<file path="config.mk">
export PLATFORM = sky130hd
export DESIGN_NAME = clk_en_rst_gen
export DESIGN_NICKNAME = d
export VERILOG_FILES = /design/src/rtl/clk_en_rst_gen.sv
export SDC_FILE = /design/constraint.sdc
export NUM_CORES = 1
export LEC_CHECK = 0
export ABC_AREA = 1
export CAP_MARGIN = 20
export CORE_ASPECT_RATIO = 1.4
export CORE_MARGIN = 5
export CORE_UTILIZATION = 30
export DETAILED_ROUTE_END_ITERATION = 10
export PLACE_DENSITY = 0.55
export SLEW_MARGIN = 20
export SYNTH_ARGS = -nofsm -noshare
export SYNTH_HDL_FRONTEND = slang
export SYNTH_SLANG_ARGS = --single-unit
export TNS_END_PERCENT = 50
</file>
<file path="constraint.sdc">
create_clock -name clk -period 1.65 [get_ports clk]
set_input_delay 0.33 -clock clk [delete_from_list [all_inputs] [get_ports clk]]
set_output_delay 0.33 -clock clk [all_outputs]
set_load 0.01 [all_outputs]
</file>
<file path="src/rtl/clk_en_rst_gen.sv">
// Core reset and clock-enable generator: releases sys_rst once PLL lock has been
// stable for HOLD_CYCLES, then emits phase-aligned 24/12/6/3 MHz enables from 48 MHz.
module clk_en_rst_gen #(
    parameter int SYNC_STAGES = 2,
    parameter int HOLD_CYCLES = 4096
) (
    input  logic       clk,
    input  logic       rst,
    input  logic       locked,
    input  logic       sw_rst,
    output logic       sys_rst,
    output logic       ce_24m,
    output logic       ce_12m,
    output logic       ce_6m,
    output logic       ce_3m,
    output logic [7:0] lost_cnt
);

    localparam int HW = (HOLD_CYCLES > 1) ? $clog2(HOLD_CYCLES) : 1;
    localparam logic [HW-1:0] HOLD_LAST = HW'(HOLD_CYCLES - 1);

    typedef enum logic [1:0] {
        WAIT_LOCK,
        HOLD,
        RUN
    } state_t;

    state_t                 state_q, state_d;
    logic [SYNC_STAGES-1:0] sync_q, sync_d;
    logic [HW-1:0]          hold_q, hold_d;
    logic [3:0]             div_q, div_d;
    logic [7:0]             lost_q, lost_d;
    logic                   sys_rst_q, sys_rst_d;
    logic                   lock_s;
    logic                   run;

    assign lock_s = sync_q[SYNC_STAGES-1];
    assign sync_d = {sync_q[SYNC_STAGES-2:0], locked};

    always_comb begin
        state_d = state_q;
        hold_d  = hold_q;
        lost_d  = lost_q;
        unique case (state_q)
            WAIT_LOCK: begin
                if (lock_s) begin
                    state_d = HOLD;
                    hold_d  = '0;
                end
            end
            HOLD: begin
                if (!lock_s || sw_rst) begin
                    state_d = WAIT_LOCK;
                end else if (hold_q == HOLD_LAST) begin
                    state_d = RUN;
                end else begin
                    hold_d = hold_q + 1'b1;
                end
            end
            RUN: begin
                // Lock loss wins over sw_rst so a coincident loss is still counted.
                if (!lock_s) begin
                    state_d = WAIT_LOCK;
                    if (lost_q != 8'hFF) begin
                        lost_d = lost_q + 8'd1;
                    end
                end else if (sw_rst) begin
                    state_d = WAIT_LOCK;
                end
            end
            default: state_d = WAIT_LOCK;
        endcase
    end

    assign run       = (state_q == RUN);
    assign sys_rst_d = (state_d != RUN);
    assign div_d     = run ? div_q + 4'd1 : '0;

    always_ff @(posedge clk or posedge rst) begin
        if (rst) begin
            state_q   <= WAIT_LOCK;
            sync_q    <= '0;
            hold_q    <= '0;
            div_q     <= '0;
            lost_q    <= '0;
            sys_rst_q <= 1'b1;
        end else begin
            state_q   <= state_d;
            sync_q    <= sync_d;
            hold_q    <= hold_d;
            div_q     <= div_d;
            lost_q    <= lost_d;
            sys_rst_q <= sys_rst_d;
        end
    end

    assign sys_rst  = sys_rst_q;
    assign ce_24m   = run & div_q[0];
    assign ce_12m   = run & (&div_q[1:0]);
    assign ce_6m    = run & (&div_q[2:0]);
    assign ce_3m    = run & (&div_q[3:0]);
    assign lost_cnt = lost_q;

endmodule

</file>
==> results.py <==
metrics = {
    "route": {
        "antenna_left": 0,
        "wl_met1_um": 1270,
        "route.final.wire_length_um": 3150,
        "drt_pass1_iterations": 4,
        "wl_met3_um": 89,
        "vias": 1303,
        "drc": 0,
        "dr_wl_met2_um": 1730,
        "post_drt_wl_per_cell_um": 10.5,
        "vias_per_cell": 4.33,
        "top_layer": "met4",
        "drt-initial-drc-count": 32,
    },
    "synth": {
        "synthTopCellsByArea": "dfrtp_1 (44%), nand2_1 (12%), nand3_1 (7.3%)",
        "syn-cell-area_um2": 1580,
        "yosysTopAreaCell": "dfrtp_1",
        "yosysSeqAreaShare_pct": 45.9,
        "ys_types": 21,
        "yosysMostFrequentCell": "nand2_1",
        "yosysWarnings": 0,
        "synth-seq-cells": 29,
        "synth_edf_count": 0,
        "synth_nets": 208,
        "syn_avg_cell_area_um2": 7.92,
        "synthTopCellsByCount": "nand2_1 (52), inv_1 (29), dfrtp_1 (28)",
        "yosysTopAreaCellShare_pct": 44.2,
        "syn_inst": 200,
        "ys.flop_type": "dfrtp_1",
        "ys_async_sr_fraction_pct": 100,
    },
    "critical_path": {
        "cpMaxStageDelayCell": "clkdlybuf4s50_1",
        "cp_data_arrival_time_ns": 1.24,
        "crit_chain": "clkdlybuf4s50_1",
        "cpLargestDelayFamily": "buffers and inverters",
        "critPathRequiredTime_ns": 1.32,
        "critical_path_buf_inv_count": 1,
        "worstSetupPathType": "reg2out",
        "startpoint_type": "flop",
        "endpoint_kind": "output pin",
        "cp_max_fo": 4,
        "cpPeakStageDelay_ns": 0.56,
    },
    "hold_path": {
        "hp-class": "reg2reg",
    },
    "global_route": {
        "antenna_found_initial": 0,
        "grt_pass1_wl_um": 5810,
        "gr-usage-all-layers_pct": 10.6,
        "grt_pass1_vias": 1338,
        "grt-ovfl-total": 0,
        "grt_max_degree": 30,
    },
    "floorplanning": {
        "die_y_um": 96.0,
        "initial_core_util_pct": 30.7,
        "die-area_um2": 6850,
        "design.core.area_um2": 5160,
        "num_rows": 31,
        "dieWidth_um": 71.4,
        "ios": 17,
    },
    "placed_design": {
        "place.gp.congestion": 0.734,
        "dp_hpwl_um": 2290,
        "port_buffers": 16,
    },
    "final_layout": {
        "layout-drive-gt1-share_pct": 19.1,
        "area_growth_pct": 28.0,
        "final_util_pct": 39.3,
        "multi_input_area_um2": 728,
        "seq_area_um2": 729,
        "n_antenna_cell": 0,
        "fill_cells": 543,
        "finalNetCount": 242,
    },
    "sta": {
        "hold_viol_final": 0,
        "finalCritPeriodShare_pct": 95.2,
        "maxSlewHeadroom_pct": 72.0,
        "tightest_slew_ns": 0.418,
        "setup_viol": 0,
        "slew_violations": 0,
        "fin_crit_ns": 1.57,
        "fin_tns_setup_ns": 0,
        "timing.fmax_ghz": 0.637,
        "finClkSkew_ns": 0.00848,
        "rsz0062_at_grt": "no",
    },
    "cts": {
        "cts-buffers-inserted": 5,
        "ctsHoldBuffers": 0,
        "h-tree-depth": 2,
        "clkTransAtPathRegs_ns": 0.07,
        "clkLatencyLatePin_ns": 0.28,
        "cts_tree": "done",
        "cts.path.max_buffers": 2,
        "ctsRootBufferMaster": "clkbuf_8",
        "cts_setup_buffers": 0,
        "cts_sinks": 29,
    },
    "pwr": {
        "power.density_nw_per_um2": 712,
        "ir_worst_vdd_mv": 0.434,
        "power_mw": 1.44,
        "power.leakage_nw": 0.976,
    },
    "flow_run": {
        "maxCapViolations": 0,
    },
    "run_status": {
        "status": "finished, final reports clean",
    },
}
[what timing repair did]
action,CTS,global route
endpoints found under the setup margin,5,12
pin swaps,0,0
gates resized for setup,16,9
[final timing paths]
check / startpoint / endpoint / slack (ns) / cells past startpoint
worst max-delay path: lost_cnt[4] / lost_cnt[4] / 0.08 / 1
worst min-delay path: sync_q[0] / sync_q[1] / 0.35 / 0
worst max register to register: state_q[0] / lost_cnt[2] / 0.16 / 8
worst min register to register: sync_q[0] / sync_q[1] / 0.35 / 0
max in group asynchronous: rst / sys_rst / 1.02 / 3
min in group asynchronous: rst / hold_q[1] / 0.38 / 3
[per-layer routing]
metal  global-route usage, %  vias up
met5                       0        -
met4                    3.76        0
met3                    2.51        6
met2                    20.6       14
met1                    10.8      589
li1                        -      694
[power breakdown]
part	total, mW	switching (mW)	internal [mW]
logic	0.107	0.0601	0.0472
registers	0.733	0.00886	0.724
clock network	0.605	0.265	0.340
total	1.44	0.334	1.11
[registers in the layout (all words and copies together), names as in the netlist]
signal,flops
lost_cnt,8
div_q,4
sync_q,2
hold_q,12
sys_rst,1
state_q,2
[layout make-up]
class,count,share of cell area [%]
Clock buffer,8,4.44
Inverter,29,5.37
Multi-Input combinational cell,139,35.9
Sequential cell,29,36.0
Tap cell,66,4.07
Timing Repair Buffer,30,14.3
[through the flow]
step           cells  hold slack [ns]  setup slack, ns  area (um2)
2_1_floorplan    200            0.331            0.201        1580
3_3_place_gp     293            0.336          -0.0307        1940
3_5_place_dp     293            0.340          -0.0490        1940
4_1_cts          301            0.355           0.0114        2030
5_1_grt          301            0.370           0.0141        2030
6_report         301            0.351           0.0798        2030
[cell usage in the layout (no fill, tap or decap)]
cell type	synthesis	final
clkbuf_1	0	2
inv_1	29	27
o21ai_2	6	6
nand3_1	23	23
dlymetal6s2s_1	0	2
a21boi_0	1	1
nand2_1	52	51
o21ai_0	9	9
or2_2	1	1
xnor2_1	2	2
clkbuf_8	0	6
xor2_1	6	6
buf_12	0	3
nand4_2	1	1
nor2_2	0	1
nor3_1	1	1
ha_1	4	3
nand2_2	3	4
dlygate4sd2_1	0	1
buf_4	0	12
dfrtp_1	28	26
nor2_4	2	2
buf_2	1	3
and3_1	1	1
inv_2	0	2
ha_2	0	1
nand4_1	5	5
dfrtp_2	0	2
nor2_1	22	21
dfstp_2	1	1
clkdlybuf4s50_1	0	9
[kinds of logic (layout without fill, tap and decap cells)]
family | count (synthesis) | count (layout) | share of synthesized area, %
AND/OR/NAND/NOR | 111 | 111 | 31.3
buffers and inverters | 32 | 67 | 8.61
flip-flops | 29 | 29 | 45.9
AO/OA/AOI/OAI | 16 | 16 | 6.64
XOR/XNOR | 8 | 8 | 4.42
adder cells (fa/ha/maj) | 4 | 4 | 3.16
(Power assumes the default switching activity.)
